===== config.mk =====
export PLATFORM = sky130hd
export DESIGN_NAME = exception_ctrl_mi_flat
export DESIGN_NICKNAME = d
export VERILOG_FILES = /design/src/rtl/exception_ctrl_mi_pkg.sv /design/src/rtl/exception_ctrl_mi_if.sv /design/src/rtl/exception_ctrl_mi_prio_enc.sv /design/src/rtl/exception_ctrl_mi.sv /design/src/flat_wrapper.sv
export SDC_FILE = /design/constraint.sdc
export NUM_CORES = 1
export LEC_CHECK = 0
export ABC_AREA = 0
export CELL_PAD_IN_SITES_DETAIL_PLACEMENT = 0
export CELL_PAD_IN_SITES_GLOBAL_PLACEMENT = 1
export CORE_UTILIZATION = 29
export CTS_CLUSTER_DIAMETER = 50
export DETAILED_ROUTE_END_ITERATION = 6
export MAX_ROUTING_LAYER = met4
export PLACE_DENSITY = 0.86
export SLEW_MARGIN = 25
export SYNTH_ARGS = -nofsm -noshare
export SYNTH_HDL_FRONTEND = slang
export SYNTH_SLANG_ARGS = --single-unit

===== constraint.sdc =====
create_clock -name clk -period 3.6 [get_ports clk]
set_input_delay 0.72 -clock clk [delete_from_list [all_inputs] [get_ports clk]]
set_output_delay 0.72 -clock clk [all_outputs]
set_load 0.01 [all_outputs]

===== src/rtl/exception_ctrl_mi_pkg.sv =====
// Shared types and constants for the multi-issue precise-exception controller:
// ExcCodes, per-slot flag layout, vector constants and the captured-event record.
package exception_ctrl_mi_pkg;

  typedef enum logic [4:0] {
    CODE_INT  = 5'h00,
    CODE_MOD  = 5'h01,
    CODE_TLBL = 5'h02,
    CODE_TLBS = 5'h03,
    CODE_ADEL = 5'h04,
    CODE_ADES = 5'h05,
    CODE_SYS  = 5'h08,
    CODE_BP   = 5'h09,
    CODE_RI   = 5'h0A,
    CODE_OV   = 5'h0C
  } exc_code_t;

  // Flag bit order matches slot priority: lower index wins.
  localparam int unsigned EXC_FLAGS_W        = 12;
  localparam int unsigned FLAG_FETCH_ADEL    = 0;
  localparam int unsigned FLAG_ITLB_REFILL   = 1;
  localparam int unsigned FLAG_ITLB_INVALID  = 2;
  localparam int unsigned FLAG_RI            = 3;
  localparam int unsigned FLAG_OV            = 4;
  localparam int unsigned FLAG_BP            = 5;
  localparam int unsigned FLAG_SYS           = 6;
  localparam int unsigned FLAG_LOAD_ADEL     = 7;
  localparam int unsigned FLAG_STORE_ADES    = 8;
  localparam int unsigned FLAG_DTLB_REFILL   = 9;
  localparam int unsigned FLAG_DTLB_INVALID  = 10;
  localparam int unsigned FLAG_DTLB_MOD      = 11;

  localparam int unsigned PKG_VADDR_W = 32;

  localparam logic [PKG_VADDR_W-1:0] VEC_BASE_BEV    = 32'hBFC0_0200;
  localparam logic [PKG_VADDR_W-1:0] VEC_BASE_NORMAL = 32'h8000_0000;
  localparam logic [PKG_VADDR_W-1:0] VEC_OFS_REFILL  = 32'h0000_0000;
  localparam logic [PKG_VADDR_W-1:0] VEC_OFS_GENERAL = 32'h0000_0180;

  typedef enum logic [1:0] {
    BVA_NONE   = 2'd0,
    BVA_PC     = 2'd1,
    BVA_DVADDR = 2'd2
  } bva_sel_t;

  // target holds the vector base for exceptions and the return PC for ERET;
  // refill is set only when the refill offset applies (refill taken at EXL=0).
  typedef struct packed {
    exc_code_t              code;
    logic [PKG_VADDR_W-1:0] epc;
    logic                   bd;
    logic [PKG_VADDR_W-1:0] badvaddr;
    logic                   bva_we;
    logic                   refill;
    logic                   eret;
    logic                   epc_we;
    logic [PKG_VADDR_W-1:0] target;
  } exc_capture_t;

  function automatic logic [PKG_VADDR_W-1:0] vector_base(input logic bev);
    return bev ? VEC_BASE_BEV : VEC_BASE_NORMAL;
  endfunction

  function automatic logic [PKG_VADDR_W-1:0] vector_offset(input logic refill);
    return refill ? VEC_OFS_REFILL : VEC_OFS_GENERAL;
  endfunction

endpackage


===== src/rtl/exception_ctrl_mi_if.sv =====
// Commit-slot, CP0 and fetch-redirect signal bundle for exception_ctrl_mi.
interface exception_ctrl_mi_if #(
  parameter int unsigned ISSUE_WIDTH = 2,
  parameter int unsigned INT_LINES   = 8,
  parameter int unsigned VADDR_W     = 32
) ();
  import exception_ctrl_mi_pkg::*;

  logic [ISSUE_WIDTH-1:0]             slot_valid;
  logic [ISSUE_WIDTH*VADDR_W-1:0]     slot_pc;
  logic [ISSUE_WIDTH-1:0]             slot_bd;
  logic [ISSUE_WIDTH*EXC_FLAGS_W-1:0] slot_flags;
  logic [ISSUE_WIDTH-1:0]             slot_is_store;
  logic [ISSUE_WIDTH*VADDR_W-1:0]     slot_dvaddr;
  logic [ISSUE_WIDTH-1:0]             slot_eret;
  logic [INT_LINES-1:0]               int_req;
  logic                               status_ie;
  logic                               status_exl;
  logic                               status_erl;
  logic                               status_bev;
  logic [VADDR_W-1:0]                 cp0_epc_cur;

  logic                               commit_stall;
  logic [ISSUE_WIDTH-1:0]             slot_kill;
  logic                               redirect_valid;
  logic [VADDR_W-1:0]                 redirect_pc;
  logic                               redirect_ready;

  logic                               cp0_exc_we;
  logic                               cp0_epc_we;
  logic                               cp0_bva_we;
  logic                               cp0_eret_we;
  logic [4:0]                         cp0_code;
  logic [VADDR_W-1:0]                 cp0_epc;
  logic                               cp0_bd;
  logic [VADDR_W-1:0]                 cp0_badvaddr;

  modport master (
    output slot_valid, slot_pc, slot_bd, slot_flags, slot_is_store, slot_dvaddr,
           slot_eret, int_req, status_ie, status_exl, status_erl, status_bev,
           cp0_epc_cur, redirect_ready,
    input  commit_stall, slot_kill, redirect_valid, redirect_pc,
           cp0_exc_we, cp0_epc_we, cp0_bva_we, cp0_eret_we,
           cp0_code, cp0_epc, cp0_bd, cp0_badvaddr
  );

  modport slave (
    input  slot_valid, slot_pc, slot_bd, slot_flags, slot_is_store, slot_dvaddr,
           slot_eret, int_req, status_ie, status_exl, status_erl, status_bev,
           cp0_epc_cur, redirect_ready,
    output commit_stall, slot_kill, redirect_valid, redirect_pc,
           cp0_exc_we, cp0_epc_we, cp0_bva_we, cp0_eret_we,
           cp0_code, cp0_epc, cp0_bd, cp0_badvaddr
  );
endinterface


===== src/rtl/exception_ctrl_mi_prio_enc.sv =====
// Per-slot exception priority encoder: picks the highest-priority flag of one
// commit slot and reports its ExcCode, refill class and BadVAddr source.
module exception_prio_enc
  import exception_ctrl_mi_pkg::*;
(
  input  logic [EXC_FLAGS_W-1:0] flags,
  input  logic                   is_store,
  output logic                   hit,
  output exc_code_t              code,
  output logic                   refill,
  output bva_sel_t               bva_sel
);

  always_comb begin
    hit     = 1'b1;
    code    = CODE_INT;
    refill  = 1'b0;
    bva_sel = BVA_NONE;
    if (flags[FLAG_FETCH_ADEL]) begin
      code    = CODE_ADEL;
      bva_sel = BVA_PC;
    end else if (flags[FLAG_ITLB_REFILL] || flags[FLAG_ITLB_INVALID]) begin
      code    = CODE_TLBL;
      refill  = flags[FLAG_ITLB_REFILL];
      bva_sel = BVA_PC;
    end else if (flags[FLAG_RI]) begin
      code = CODE_RI;
    end else if (flags[FLAG_OV]) begin
      code = CODE_OV;
    end else if (flags[FLAG_BP]) begin
      code = CODE_BP;
    end else if (flags[FLAG_SYS]) begin
      code = CODE_SYS;
    end else if (flags[FLAG_LOAD_ADEL]) begin
      code    = CODE_ADEL;
      bva_sel = BVA_DVADDR;
    end else if (flags[FLAG_STORE_ADES]) begin
      code    = CODE_ADES;
      bva_sel = BVA_DVADDR;
    end else if (flags[FLAG_DTLB_REFILL] || flags[FLAG_DTLB_INVALID]) begin
      code    = is_store ? CODE_TLBS : CODE_TLBL;
      refill  = flags[FLAG_DTLB_REFILL];
      bva_sel = BVA_DVADDR;
    end else if (flags[FLAG_DTLB_MOD]) begin
      code    = CODE_MOD;
      bva_sel = BVA_DVADDR;
    end else begin
      hit = 1'b0;
    end
  end

endmodule


===== src/rtl/exception_ctrl_mi.sv =====
// Multi-issue precise-exception controller: selects the oldest excepting/ERET/
// interrupted commit slot, kills it and younger slots, then redirects fetch and writes CP0.
module exception_ctrl_mi #(
  parameter int unsigned ISSUE_WIDTH = 2,
  parameter int unsigned INT_LINES   = 8,
  parameter int unsigned VADDR_W     = 32
) (
  input logic               clk,
  input logic               reset,
  exception_ctrl_mi_if.slave bus
);
  import exception_ctrl_mi_pkg::*;

  localparam int unsigned SLOT_W = (ISSUE_WIDTH > 1) ? $clog2(ISSUE_WIDTH) : 1;

  typedef enum logic {
    ST_IDLE     = 1'b0,
    ST_REDIRECT = 1'b1
  } state_t;

  state_t               state_q, state_d;
  logic [INT_LINES-1:0] int_q;
  exc_capture_t         cap_q, cap_d;

  logic [ISSUE_WIDTH-1:0] hit;
  logic [ISSUE_WIDTH-1:0] refill;
  exc_code_t              code    [ISSUE_WIDTH];
  bva_sel_t               bva_sel [ISSUE_WIDTH];

  logic                   int_ok;
  logic                   ev_found, ev_int, ev_eret, seen_valid;
  logic [SLOT_W-1:0]      ev_slot;
  logic [ISSUE_WIDTH-1:0] kill_mask;
  logic [VADDR_W-1:0]     sel_pc, sel_dvaddr;

  for (genvar g = 0; g < ISSUE_WIDTH; g++) begin : g_enc
    exception_prio_enc u_enc (
      .flags    (bus.slot_flags[g*EXC_FLAGS_W +: EXC_FLAGS_W]),
      .is_store (bus.slot_is_store[g]),
      .hit      (hit[g]),
      .code     (code[g]),
      .refill   (refill[g]),
      .bva_sel  (bva_sel[g])
    );
  end

  assign int_ok = (|int_q) & bus.status_ie & ~bus.status_exl & ~bus.status_erl;

  // The interrupt rides on the first valid slot; otherwise the first valid slot
  // with an exception or ERET wins. Kill bits turn on from the event slot upward.
  always_comb begin
    ev_found   = 1'b0;
    ev_int     = 1'b0;
    ev_eret    = 1'b0;
    seen_valid = 1'b0;
    ev_slot    = '0;
    kill_mask  = '0;
    for (int unsigned i = 0; i < ISSUE_WIDTH; i++) begin
      if (!ev_found && bus.slot_valid[i]) begin
        if (int_ok && !seen_valid) begin
          ev_found = 1'b1;
          ev_int   = 1'b1;
          ev_slot  = SLOT_W'(i);
        end else if (hit[i]) begin
          ev_found = 1'b1;
          ev_slot  = SLOT_W'(i);
        end else if (bus.slot_eret[i]) begin
          ev_found = 1'b1;
          ev_eret  = 1'b1;
          ev_slot  = SLOT_W'(i);
        end
        seen_valid = 1'b1;
      end
      kill_mask[i] = ev_found;
    end
  end

  assign sel_pc     = bus.slot_pc[ev_slot*VADDR_W +: VADDR_W];
  assign sel_dvaddr = bus.slot_dvaddr[ev_slot*VADDR_W +: VADDR_W];

  always_comb begin
    cap_d        = '0;
    cap_d.eret   = ev_eret;
    cap_d.code   = ev_int ? CODE_INT : code[ev_slot];
    cap_d.bd     = bus.slot_bd[ev_slot];
    cap_d.epc    = PKG_VADDR_W'(bus.slot_bd[ev_slot] ? (sel_pc - VADDR_W'(4)) : sel_pc);
    cap_d.epc_we = ~bus.status_exl;
    if (!ev_int && !ev_eret) begin
      cap_d.refill = refill[ev_slot] & ~bus.status_exl;
      unique case (bva_sel[ev_slot])
        BVA_PC: begin
          cap_d.bva_we   = 1'b1;
          cap_d.badvaddr = PKG_VADDR_W'(sel_pc);
        end
        BVA_DVADDR: begin
          cap_d.bva_we   = 1'b1;
          cap_d.badvaddr = PKG_VADDR_W'(sel_dvaddr);
        end
        default: cap_d.bva_we = 1'b0;
      endcase
    end
    cap_d.target = ev_eret ? PKG_VADDR_W'(bus.cp0_epc_cur) : vector_base(bus.status_bev);
  end

  always_ff @(posedge clk or posedge reset) begin
    if (reset) begin
      state_q <= ST_IDLE;
      int_q   <= '0;
      cap_q   <= '0;
    end else begin
      state_q <= state_d;
      int_q   <= bus.int_req;
      if (state_q == ST_IDLE && ev_found) begin
        cap_q <= cap_d;
      end
    end
  end

  always_comb begin
    state_d            = state_q;
    bus.commit_stall   = 1'b0;
    bus.slot_kill      = '0;
    bus.redirect_valid = 1'b0;
    bus.redirect_pc    = '0;
    bus.cp0_exc_we     = 1'b0;
    bus.cp0_epc_we     = 1'b0;
    bus.cp0_bva_we     = 1'b0;
    bus.cp0_eret_we    = 1'b0;
    bus.cp0_code       = '0;
    bus.cp0_epc        = '0;
    bus.cp0_bd         = 1'b0;
    bus.cp0_badvaddr   = '0;
    unique case (state_q)
      ST_IDLE: begin
        bus.slot_kill = kill_mask;
        if (ev_found) begin
          state_d = ST_REDIRECT;
        end
      end
      ST_REDIRECT: begin
        bus.commit_stall   = 1'b1;
        bus.redirect_valid = 1'b1;
        bus.redirect_pc    = cap_q.eret ? VADDR_W'(cap_q.target)
                           : VADDR_W'(cap_q.target + vector_offset(cap_q.refill));
        bus.cp0_code       = cap_q.code;
        bus.cp0_epc        = VADDR_W'(cap_q.epc);
        bus.cp0_bd         = cap_q.bd;
        bus.cp0_badvaddr   = VADDR_W'(cap_q.badvaddr);
        if (bus.redirect_ready) begin
          bus.cp0_exc_we  = ~cap_q.eret;
          bus.cp0_epc_we  = ~cap_q.eret & cap_q.epc_we;
          bus.cp0_bva_we  = ~cap_q.eret & cap_q.bva_we;
          bus.cp0_eret_we = cap_q.eret;
          state_d         = ST_IDLE;
        end
      end
      default: state_d = ST_IDLE;
    endcase
  end

endmodule

===== src/flat_wrapper.sv =====
// flat-port wrapper written by rule: the top's interface ports become plain ports
module exception_ctrl_mi_flat import exception_ctrl_mi_pkg::*;
#(
  parameter int unsigned ISSUE_WIDTH = 2,
  parameter int unsigned INT_LINES   = 8,
  parameter int unsigned VADDR_W     = 32
)
  (clk, reset, bus_slot_valid, bus_slot_pc, bus_slot_bd, bus_slot_flags, bus_slot_is_store, bus_slot_dvaddr, bus_slot_eret, bus_int_req, bus_status_ie, bus_status_exl, bus_status_erl, bus_status_bev, bus_cp0_epc_cur, bus_redirect_ready, bus_commit_stall, bus_slot_kill, bus_redirect_valid, bus_redirect_pc, bus_cp0_exc_we, bus_cp0_epc_we, bus_cp0_bva_we, bus_cp0_eret_we, bus_cp0_code, bus_cp0_epc, bus_cp0_bd, bus_cp0_badvaddr);
  exception_ctrl_mi_if #(.ISSUE_WIDTH(ISSUE_WIDTH), .INT_LINES(INT_LINES), .VADDR_W(VADDR_W)) bus_i ();
  input logic clk;
  input logic reset;
  input wire logic [$bits(bus_i.slot_valid)-1:0] bus_slot_valid;
  input wire logic [$bits(bus_i.slot_pc)-1:0] bus_slot_pc;
  input wire logic [$bits(bus_i.slot_bd)-1:0] bus_slot_bd;
  input wire logic [$bits(bus_i.slot_flags)-1:0] bus_slot_flags;
  input wire logic [$bits(bus_i.slot_is_store)-1:0] bus_slot_is_store;
  input wire logic [$bits(bus_i.slot_dvaddr)-1:0] bus_slot_dvaddr;
  input wire logic [$bits(bus_i.slot_eret)-1:0] bus_slot_eret;
  input wire logic [$bits(bus_i.int_req)-1:0] bus_int_req;
  input wire logic [$bits(bus_i.status_ie)-1:0] bus_status_ie;
  input wire logic [$bits(bus_i.status_exl)-1:0] bus_status_exl;
  input wire logic [$bits(bus_i.status_erl)-1:0] bus_status_erl;
  input wire logic [$bits(bus_i.status_bev)-1:0] bus_status_bev;
  input wire logic [$bits(bus_i.cp0_epc_cur)-1:0] bus_cp0_epc_cur;
  input wire logic [$bits(bus_i.redirect_ready)-1:0] bus_redirect_ready;
  output wire logic [$bits(bus_i.commit_stall)-1:0] bus_commit_stall;
  output wire logic [$bits(bus_i.slot_kill)-1:0] bus_slot_kill;
  output wire logic [$bits(bus_i.redirect_valid)-1:0] bus_redirect_valid;
  output wire logic [$bits(bus_i.redirect_pc)-1:0] bus_redirect_pc;
  output wire logic [$bits(bus_i.cp0_exc_we)-1:0] bus_cp0_exc_we;
  output wire logic [$bits(bus_i.cp0_epc_we)-1:0] bus_cp0_epc_we;
  output wire logic [$bits(bus_i.cp0_bva_we)-1:0] bus_cp0_bva_we;
  output wire logic [$bits(bus_i.cp0_eret_we)-1:0] bus_cp0_eret_we;
  output wire logic [$bits(bus_i.cp0_code)-1:0] bus_cp0_code;
  output wire logic [$bits(bus_i.cp0_epc)-1:0] bus_cp0_epc;
  output wire logic [$bits(bus_i.cp0_bd)-1:0] bus_cp0_bd;
  output wire logic [$bits(bus_i.cp0_badvaddr)-1:0] bus_cp0_badvaddr;
  assign bus_i.slot_valid = bus_slot_valid;
  assign bus_i.slot_pc = bus_slot_pc;
  assign bus_i.slot_bd = bus_slot_bd;
  assign bus_i.slot_flags = bus_slot_flags;
  assign bus_i.slot_is_store = bus_slot_is_store;
  assign bus_i.slot_dvaddr = bus_slot_dvaddr;
  assign bus_i.slot_eret = bus_slot_eret;
  assign bus_i.int_req = bus_int_req;
  assign bus_i.status_ie = bus_status_ie;
  assign bus_i.status_exl = bus_status_exl;
  assign bus_i.status_erl = bus_status_erl;
  assign bus_i.status_bev = bus_status_bev;
  assign bus_i.cp0_epc_cur = bus_cp0_epc_cur;
  assign bus_i.redirect_ready = bus_redirect_ready;
  assign bus_commit_stall = bus_i.commit_stall;
  assign bus_slot_kill = bus_i.slot_kill;
  assign bus_redirect_valid = bus_i.redirect_valid;
  assign bus_redirect_pc = bus_i.redirect_pc;
  assign bus_cp0_exc_we = bus_i.cp0_exc_we;
  assign bus_cp0_epc_we = bus_i.cp0_epc_we;
  assign bus_cp0_bva_we = bus_i.cp0_bva_we;
  assign bus_cp0_eret_we = bus_i.cp0_eret_we;
  assign bus_cp0_code = bus_i.cp0_code;
  assign bus_cp0_epc = bus_i.cp0_epc;
  assign bus_cp0_bd = bus_i.cp0_bd;
  assign bus_cp0_badvaddr = bus_i.cp0_badvaddr;
  exception_ctrl_mi #(.ISSUE_WIDTH(ISSUE_WIDTH), .INT_LINES(INT_LINES), .VADDR_W(VADDR_W)) u_core (.clk(clk), .reset(reset), .bus(bus_i));
endmodule

* Word level (Yosys, flattened, before mapping)
Cells that the tools add are included.
** Operators by class
- Shift operators :: 2
- Equality and inequality tests :: 2
- Magnitude comparators :: 2
- Bitwise logic cells :: 11
- Muxes and demuxes :: 141
- Reduce and logical (&&, ||, !) cells :: 14
- Add/subtract/negate cells :: 2
** Operators by type and width (number)
- 32-bit 2-to-1 mux :: 6
- 64-bit by 7-bit indexed part select with 32-bit output :: 2
- 1-bit 2-to-1 mux :: 83
- 32-bit case mux with 2 select lines :: 1
- 2-bit 2-to-1 mux :: 26
- 4-bit 2-to-1 mux :: 13
- 34-bit 2-to-1 mux :: 1
- 32-bit adder :: 1
- 32-bit by 3-bit subtractor with 32-bit output, second input constant :: 1
- 30-bit 2-to-1 mux :: 1
- 5-bit 2-to-1 mux :: 4
- 3-bit 2-to-1 mux :: 4
- 9-bit 2-to-1 mux :: 1
- 8-bit OR reduction :: 1
- 1-bit AND :: 6
- 1-bit logical AND :: 4
- 1-bit logical NOT :: 4
- 1-bit logical OR :: 4
- 1-bit NOT :: 4
- 2-bit by 1-bit == test with 1-bit output, second input constant :: 1
- 2-bit == test, second input constant :: 1
- 2-bit >= comparator, second input constant :: 1
- 1-bit by 2-bit < comparator with 1-bit output, second input constant :: 1
- 1-bit NOT with 2-bit output :: 1
- other kinds (2) :: 2
** Word-level totals
- Register bits :: 115
- Output and inout port bits :: 110
- Word-level logic and storage cells :: 185
- Bits of input ports :: 207

* Longest topological paths before layout
Gate-level depths: netlist (run 1).
- Word-level depth :: 24
- Gate-level depth with buffers :: 16
- Depth with buffers taken out :: 13

* Hierarchy
Synthesis (run 1) repeated with hierarchy kept, for this count alone.
** Second synthesis, totals
- Cells, all modules :: 969
- Area total of the unflattened synthesis :: 8181.6 µm²
** Modules (own cells, without submodules)
- exception_ctrl_mi :: times used 1, area each 7851.3 µm², seq. area each 2877.8 µm², cells each 915
- exception_prio_enc :: times used 2, area each 165.2 µm², seq. area each 0.0 µm², cells each 27

* Least setup slack after synthesis (run 1)
OpenSTA, ideal clock, no wires.
- Path type :: input to register
- Start :: in bus_slot_flags[18]
- End :: reg u_core.cap_q[89] in the netlist's numbering
- Stages :: 14
- Arrival time :: 4479 ps
- Library setup time :: 83 ps
- Buffers on the path :: 1
- Path slack :: -961 ps
- Required time :: 3517 ps
- Cell sequence :: or4_1 > or4_4 > o31a_1 > nand2_1 > buf_4 > mux2i_1 > ha_1 > nand3b_1 > nor4_1 > nand2_1 > a2111oi_0 > a31oi_1 > xor2_1 > o21ai_0
** Between the ends
- Word-level cells in the longest chain between the ends :: 12
- Elaborated cells between the ends (all ways) :: 18
- Those cells by class :: 1 x add/sub; 1 x shift; 15 x mux; 1 x reduce/logical
** RTL lines
- start: declaration :: line flat_wrapper.sv:15 : input wire logic [$bits(bus_i.slot_flags)-1:0] bus_slot_flags;
- 1-bit 2-to-1 mux (*) :: line exception_ctrl_mi_prio_enc.sv:32 : end else if (flags[FLAG_SYS]) begin
- 1-bit 2-to-1 mux (*) :: line exception_ctrl_mi_prio_enc.sv:30 : end else if (flags[FLAG_BP]) begin
- 1-bit 2-to-1 mux (*) :: line exception_ctrl_mi_prio_enc.sv:28 : end else if (flags[FLAG_OV]) begin
- 1-bit 2-to-1 mux (*) :: line exception_ctrl_mi_prio_enc.sv:26 : end else if (flags[FLAG_RI]) begin
- 1-bit 2-to-1 mux (*) :: line exception_ctrl_mi_prio_enc.sv:22 : end else if (flags[FLAG_ITLB_REFILL] || flags[FLAG_ITLB_INVALID]) begin
- 1-bit 2-to-1 mux (*) :: line exception_ctrl_mi_prio_enc.sv:19 : if (flags[FLAG_FETCH_ADEL]) begin
- 1-bit 2-to-1 mux :: line exception_ctrl_mi.sv:64 : end else if (hit[i]) begin
- 1-bit 2-to-1 mux :: line exception_ctrl_mi.sv:60 : if (int_ok && !seen_valid) begin
- 1-bit 2-to-1 mux :: line exception_ctrl_mi.sv:59 : if (!ev_found && bus.slot_valid[i]) begin
- 64-bit by 7-bit indexed part select with 32-bit output or 1-bit 2-to-1 mux (tied branches) :: line exception_ctrl_mi.sv:78, exception_ctrl_mi.sv:86
- 32-bit by 3-bit subtractor with 32-bit output or 1-bit 2-to-1 mux (tied branches) :: line exception_ctrl_mi.sv:86 : cap_d.epc = PKG_VADDR_W'(bus.slot_bd[ev_slot] ? (sel_pc - VADDR_W'(4)) : sel_pc);
- 32-bit 2-to-1 mux :: line exception_ctrl_mi.sv:86
- end signal: assignment :: line exception_ctrl_mi.sv:114 : cap_q <= cap_d;
- end: declaration :: line exception_ctrl_mi.sv:23 : exc_capture_t cap_q, cap_d;
Every way passes the cells marked *; elsewhere a longest branch is shown, timed or not. The select of a mux whose other input is x is not followed.
A chain may end at the register's enable or synchronous reset.

* Final worst setup path (run 1)
- Start :: in bus_slot_flags[19]
- End :: reg u_core.cap_q[91] in the netlist's numbering
** Between the ends
- Word-level cells in the longest chain between the ends :: 13
- Elaborated cells between the ends (all ways) :: 19
- Those cells by class :: 1 x add/sub; 1 x shift; 16 x mux; 1 x reduce/logical
** RTL lines
- 1-bit 2-to-1 mux (*) :: line exception_ctrl_mi_prio_enc.sv:34 : end else if (flags[FLAG_LOAD_ADEL]) begin
- 1-bit 2-to-1 mux (*) :: line exception_ctrl_mi_prio_enc.sv:32
- 1-bit 2-to-1 mux (*) :: line exception_ctrl_mi_prio_enc.sv:30
- 1-bit 2-to-1 mux (*) :: line exception_ctrl_mi_prio_enc.sv:28
- 1-bit 2-to-1 mux (*) :: line exception_ctrl_mi_prio_enc.sv:26
- 1-bit 2-to-1 mux (*) :: line exception_ctrl_mi_prio_enc.sv:22
- 1-bit 2-to-1 mux (*) :: line exception_ctrl_mi_prio_enc.sv:19
- 1-bit 2-to-1 mux :: line exception_ctrl_mi.sv:64
- 1-bit 2-to-1 mux :: line exception_ctrl_mi.sv:60
- 1-bit 2-to-1 mux :: line exception_ctrl_mi.sv:59
- 64-bit by 7-bit indexed part select with 32-bit output or 1-bit 2-to-1 mux (tied branches) :: line exception_ctrl_mi.sv:78, exception_ctrl_mi.sv:86
- 32-bit by 3-bit subtractor with 32-bit output or 1-bit 2-to-1 mux (tied branches) :: line exception_ctrl_mi.sv:86
- 32-bit 2-to-1 mux :: line exception_ctrl_mi.sv:86
Marks and branches as above.

==> results of run 1 <==
[synthesized netlist by cell type (all sizes together), types with 2 or more instances]
cell,instances
o21ai,84
clkbuf,40
nor2b,6
a22oi,17
and3b,2
o21a,2
nand3,37
nand4,7
a22o,24
nor3,29
and4,2
a21oi,35
nand2,110
and3,5
and2,82
nand3b,3
o211a,15
ha,5
a21o,2
a41oi,4
or4,8
dfrtp,114
a211oi,7
mux2i,22
nor2,69
inv,15
a2111oi,5
nor4,20
o31ai,5
a31oi,6
or3,18
buf,27
xor2,28
or2,3
nand2b,4
o211ai,2
xnor2,28
mux2,35
[routing by layer]
| metal | global-route usage (%) | up-vias | wire [um] |
|---|---|---|---|
| li1 | - | 4090 | - |
| met1 | 28.4 | 4070 | 13400 |
| met2 | 37.7 | 368 | 15300 |
| met3 | 4.04 | 64 | 1950 |
| met4 | 8.82 | 0 | 981 |
| met5 | - | - | 0 |
[flip-flops by register name, indices dropped and copies added (netlist names)]
name / flops
u_core.cap_q: 105
u_core.int_q: 8
u_core.state_q: 1
[through the flow]
step / cell area, um2 / hold WS [ns] / utilization, % / cells / total power, mW
6_report: 13200 / 0.469 / 49.3 / 1672 / 5.86
5_1_grt: 13200 / 0.490 / 49.3 / 1672 / 6.19
4_1_cts: 12900 / 0.477 / 48.3 / 1662 / 5.86
3_5_place_dp: 12100 / 0.461 / 45.1 / 1610 / 4.05
3_3_place_gp: 12100 / 0.454 / 45.1 / 1610 / 4.01
2_1_floorplan: 8170 / 0.438 / - / 938 / 2.83
[worst max-delay path by stage]
| stage | startpoint | to | depth (start not counted) |
|---|---|---|---|
| 4_1_cts | bus_slot_flags[21] | u_core.cap_q[97] | 15 |
| 5_1_grt | bus_slot_flags[19] | u_core.cap_q[91] | 15 |
| 3_5_place_dp | bus_slot_flags[18] | u_core.cap_q[87] | 15 |
| 6_report | bus_slot_flags[19] | u_core.cap_q[91] | 15 |
| 3_3_place_gp | bus_slot_flags[18] | u_core.cap_q[87] | 15 |
| 2_1_floorplan | bus_slot_flags[18] | u_core.cap_q[91] | 14 |
[layout make-up]
| cell class | count | share of cell area [%] |
|---|---|---|
| clock buffers | 20 | 3.45 |
| clock inverters | 12 | 1.18 |
| inverters | 16 | 0.520 |
| multi-input cells | 741 | 38.2 |
| flip-flops and latches | 114 | 21.6 |
| well taps | 341 | 3.23 |
| repair buffers | 428 | 31.8 |
[cell families after synthesis]
| logic type | count (synthesis) | share of synthesized area (%) |
|---|---|---|
| AND/OR/NAND/NOR | 407 | 26.0 |
| other | 1 | 0.0475 |
| flip-flops | 114 | 36.2 |
| XOR/XNOR | 56 | 6.22 |
| adder cells (fa/ha/maj) | 6 | 1.05 |
| AO/OA/AOI/OAI | 214 | 18.0 |
| buffers and inverters | 83 | 4.68 |
| multiplexers | 57 | 7.88 |
[what timing repair did]
action | in CTS | in global routing
pin swaps | 28 | 28
hold buffers | 0 | 0
gates resized for setup | 78 | 55
setup buffers | 20 | 10
cloned | 0 | 3
setup endpoints to repair | 63 | 49
[critical path, stage by stage]
cell      delay, ns
buf_6          0.09
or4_4          0.53
or4_4          0.50
o31a_1         0.36
nand2_4        0.12
mux2i_2        0.25
ha_2           0.23
buf_6          0.10
nand3b_1       0.12
nor4_4         0.25
nand2_2        0.17
or3_1          0.34
mux2i_1        0.18
xnor2_1        0.14
o21ai_1        0.08
[where the power goes]
| part | internal [mW] | total [mW] | switching (mW) |
|---|---|---|---|
| sequential | 1.62 | 1.82 | 0.201 |
| combinational | 1.17 | 2.25 | 1.08 |
| clock | 1.13 | 1.79 | 0.662 |
| total | 3.91 | 5.86 | 1.95 |
==> summary.md, run 1 <==
| Metric | Value |
|---|---|
| Clock Pin Slew Worst Setup and Hold Paths | 0.06 ns |
| Vias in the first global route | 8,751 |
| Most frequent cells in the layout | clkdlybuf4s50_1, dfrtp_1, nand2_1 |
| Die width | 167 um |
| Synth Area per Inst | 8.41 um2 |
| DP Wirelength | 22,700 um |
| Iter 0 DRT Violations | 620 |
| Multi-input logic area | 0.00505 mm2 |
| IO buf count | 315 |
| Mapped Nets | 1,151 |
| Crit start category | primary input |
| GP Congestion | 0.873 |
| Leakage | 5.44 nW |
| R2R depth | 15 |
| HP Class | reg2reg |
| Pwr dens | 443 mW/mm2 |
| Sequential Area | 0.00285 mm2 |
| Post-synth top area share | 36.2% |
| Initial Util | 29.4% |
| Total die area | 0.0279 mm2 |
| Initial antenna violation count | 0 |
| Clock sinks | 114 |
| Share of cells above drive strength 1 | 19.2% |
| Cts bufs inserted | 17 |
| Reg-to-reg endpoint | u_core.cap_q[91] |
| Setup slack, reg-to-reg | 0.09 ns |
| Layout Area Growth over Synthesis | 67.7% |
| Synth warn | 0 |
| Slew headroom | 47.1% |
| VDD IR-drop max | 0.294 mV |
| Post-synth top flop | dfrtp_1 |
| Share of the yosys chip area belonging to registers | 36.2% |
| Synthesis-stage register bit count | 114 |
| Std cell rows | 60 |
| Cell area after synthesis | 0.00789 mm2 |
| # H-tree levels | 4 |
| Root buf cell | clkbuf_16 |
| DP Worst Slack | -1.13 ns |
| Final Max Tran Viols | 0 |
| Hold EP | u_core.cap_q[80] |
| Critical Path RT | 3.89 ns |
| Filler cells | 2,501 |
| Worst-Margin Slew | 0.788 ns |
| Total Wirelength | 31,600 um |
| Die H | 167 um |
| Minimum clock period | 3.88 ns |
| Detail Route Antenna Nets | 0 |
| Critical path class | in2reg |
| Top post-synthesis cells by area | dfrtp_1, and2_1, nand2_1 |
| Pin count of the biggest net entering global routing | 115 |
| CTS tree | yes |
| Dominant cell type by area after synthesis | dfrtp_1 |
| Ant. Diodes | 0 |
| Total of max-cap violations | 0 |
| Global-route usage over all layers | 23.1% |
| RR Startpoint | u_core.int_q[3] |
| Critical Path Fanout Max | 3 |
| Number of synthesized flops with an enable pin | 0 |
| Remaining routing DRC violations | 0 |
| Violated checks | negative setup slack |
| Final hold vios | 0 |
| Worst hold path depth | 2 |
| Setup TNS | -1.74 ns |
| Synth cell types | 58 |
| Final #Nets | 1,531 |
| Via count | 8,592 |
| Skew-Pair Late Insertion Delay | 0.42 ns |
| Status | complete, but fails checks |
| Final WS setup | -0.283 ns |
| Fmax | 258 MHz |
| Placeable core area | 0.0268 mm2 |
| Arr. time, crit path | 4.17 ns |
| Post-synthesis instance total | 938 |
| Tcrit/Tclk final | 108% |
| First-pass GRT wire length | 48,700 um |
| Commonest non-fill, non-tap cell in the layout | clkdlybuf4s50_1 |
| Ys async rst share | 100% |
| Setup crit end kind | register |
| Hold_sp | u_core.cap_q[80] |
| Via density | 5.14 |
| Final Setup Violations | 12 |
| Top Ports | 317 |
| Routed WL per cell | 18.9 um |
| Setup Skew | 0.0129 ns |
| RSZ-0062 raised after global routing | yes |
| Gr ovfl total | 0 |
| Pre-antenna DRT Iters | 5 |
| Max clock buf depth | 2 |
(Power assumes the default switching activity.)
==> inputs of run 2 (changes only) <==
--- a/config.mk
+++ b/config.mk
@@ -9,6 +9,7 @@
 export CELL_PAD_IN_SITES_DETAIL_PLACEMENT = 0
 export CELL_PAD_IN_SITES_GLOBAL_PLACEMENT = 1
 export CORE_UTILIZATION = 29
+export CTS_BUF_LIST = sky130_fd_sc_hd__clkbuf_4
 export CTS_CLUSTER_DIAMETER = 50
 export DETAILED_ROUTE_END_ITERATION = 6
 export MAX_ROUTING_LAYER = met4
==> summary.md, run 2 (synthesized netlist as in run 1, its figures left out) <==
| Metric | Value |
|---|---|
| # H-tree levels | 4 |
| Max clock buf depth | 2 |
| IO buf count | 315 |
| Iter 0 DRT Violations | 553 |
| Final cell count without fillers | 1,673 |
| Via count | 8,544 |
| GP Congestion | 0.873 |
| Fmax | 258 MHz |
| Minimum clock period | 3.88 ns |
| Layout Utilization | 47.8% |
| Routed WL per cell | 18.7 um |
| Pwr Total | 5.08 mW |
| Comb pwr share | 43.6% |
| Tcrit/Tclk final | 108% |
| Final Instance Area | 0.0128 mm2 |
| Most frequent cells in the layout | clkdlybuf4s50_1, dfrtp_1, nand2_1 |
| Reg-to-reg endpoint | u_core.cap_q[91] |
| Leakage | 5.25 nW |
| Seq pwr share | 35.6% |
| Max FFs per register | 105 |
| DP Wirelength | 22,700 um |
| Critical Path Source | bus_slot_flags[16] |
| First-pass GRT wire length | 48,400 um |
| Placeable core area | 0.0268 mm2 |
| Remaining routing DRC violations | 0 |
| R2R depth | 15 |
| Commonest non-fill, non-tap cell in the layout | clkdlybuf4s50_1 |
| Final hold vios | 0 |
| Clock Pin Slew Worst Setup and Hold Paths | 0.13 ns |
| Hold_buf cts | 0 |
| Final #Nets | 1,530 |
| RSZ-0062 raised after global routing | yes |
| Setup Skew | 0.0310 ns |
| Gr ovfl total | 0 |
| Detail Route Antenna Nets | 0 |
| Die width | 167 um |
| Cts bufs inserted | 17 |
| Skew-Pair Late Insertion Delay | 0.54 ns |
| Violated checks | negative setup slack |
| Share of cells above drive strength 1 | 19.8% |
| Final Max Tran Viols | 0 |
| Setup TNS | -1.48 ns |
| Vias in the first global route | 8,633 |
| Net Sw Power | 1.84 mW |
| Final Setup Violations | 11 |
| Global-route usage over all layers | 23.0% |
| Post-placement cell area | 0.0121 mm2 |
| Total placed cells including tap cells | 1,610 |
| Top Ports | 317 |
| Total die area | 0.0279 mm2 |
| Initial antenna violation count | 1 |
| Internal Power | 3.24 mW |
| Critical Path Fanout Max | 4 |
| Critical Path RT | 4.03 ns |
| Pre-antenna DRT Iters | 5 |
| VDD IR-drop max | 0.164 mV |
| RR Startpoint | u_core.int_q[3] |
| Root buf cell | clkbuf_4 |
| Initial Util | 29.4% |
| CTS tree | yes |
| Total of max-cap violations | 0 |
| Pwr dens | 397 mW/mm2 |
| Most flops, register | u_core.cap_q |
| Switching portion of total power | 36.3% |
| Arr. time, crit path | 4.31 ns |
| Final WS setup | -0.277 ns |
| Layout Area Growth over Synthesis | 62.4% |
| Slew headroom | 45.4% |
| Critical path class | in2reg |
| Clock sinks | 114 |
| DP Worst Slack | -1.13 ns |
| Total Wirelength | 31,200 um |
| Crit start category | primary input |
| Worst-Margin Slew | 0.814 ns |
| Status | complete, but fails checks |
| Biggest registers after layout | u_core.cap_q: 105 flops, u_core.int_q: 8 flops, u_core.state_q: 1 flops |
| Pin count of the biggest net entering global routing | 115 |
| Die H | 167 um |
| HP Class | reg2reg |
| Clock power share | 20.8% |
| Via density | 5.11 |
| Std cell rows | 60 |
| Setup crit end kind | register |
| CP Capture Point | u_core.cap_q[91] |
| Hold Slack | 0.478 ns |
| Setup slack, reg-to-reg | -0.13 ns |
run 2: changes by cell type in the layout (fill, tap and decap cells not counted), sizes merged:
cell / previous run / this run
buf: 119 / 123
clkbuf: 25 / 23
clkdlybuf4s15: 5 / 4
clkinv: 8 / 10
diode: 0 / 2
dlymetal6s2s: 6 / 2
run 2: what timing repair did:
item	4_1_cts	5_1_grt
hold endpoints to repair	0	0
setup buffers	18	12
endpoints found under the setup margin	41	38
gates resized for setup	88	49
pin swaps	23	26
run 2: worst min-delay path by stage:
stage | startpoint | endpoint | slack [ns] | depth (start not counted)
floorplan | u_core.cap_q[35] | u_core.cap_q[35] | 0.44 | 2
global placement | u_core.cap_q[66] | u_core.cap_q[66] | 0.45 | 2
detailed placement | u_core.cap_q[102] | u_core.cap_q[102] | 0.46 | 2
CTS | u_core.cap_q[80] | u_core.cap_q[80] | 0.49 | 2
global route | u_core.cap_q[69] | u_core.cap_q[69] | 0.50 | 2
finish | u_core.cap_q[80] | u_core.cap_q[80] | 0.48 | 2
run 2: power groups by stage:
stage / clock network, mW / logic, mW / registers, mW
finish: 1.06 / 2.21 / 1.81
global route: 1.15 / 2.41 / 1.86
CTS: 1.10 / 2.21 / 1.81
detailed placement: 0 / 2.21 / 1.84
global placement: 0 / 2.19 / 1.82
floorplan: 0 / 1.06 / 1.77
run 2: cell type report:
cell class                 count  area, um2
antenna                        2       5.00
clock buffer                  18        135
clock inverter                14        164
fill                        2578      14000
inverter                      16       68.8
multi-input combinational    741       5060
sequential                   114       2860
tap                          341        427
timing repair buffer         427       4090
run 2: routing by layer:
layer | vias to the layer above | wire [um] | global-route usage [%]
met5 | - | 0 | -
met4 | 0 | 665 | 7.25
met3 | 42 | 1880 | 4.02
met2 | 355 | 15300 | 37.8
met1 | 4062 | 13400 | 28.5
li1 | 4085 | - | -
run 2: critical path, stage by stage:
cell and delay (ns):
buf_6 0.09, or4_4 0.53, or4_4 0.50, o31a_1 0.32
nand2_4 0.13, mux2i_4 0.29, ha_4 0.17, buf_6 0.09
nand3b_1 0.13, nor4_4 0.39, nand2_2 0.17, or3_1 0.38
mux2i_1 0.18, xnor2_1 0.14, o21ai_1 0.08
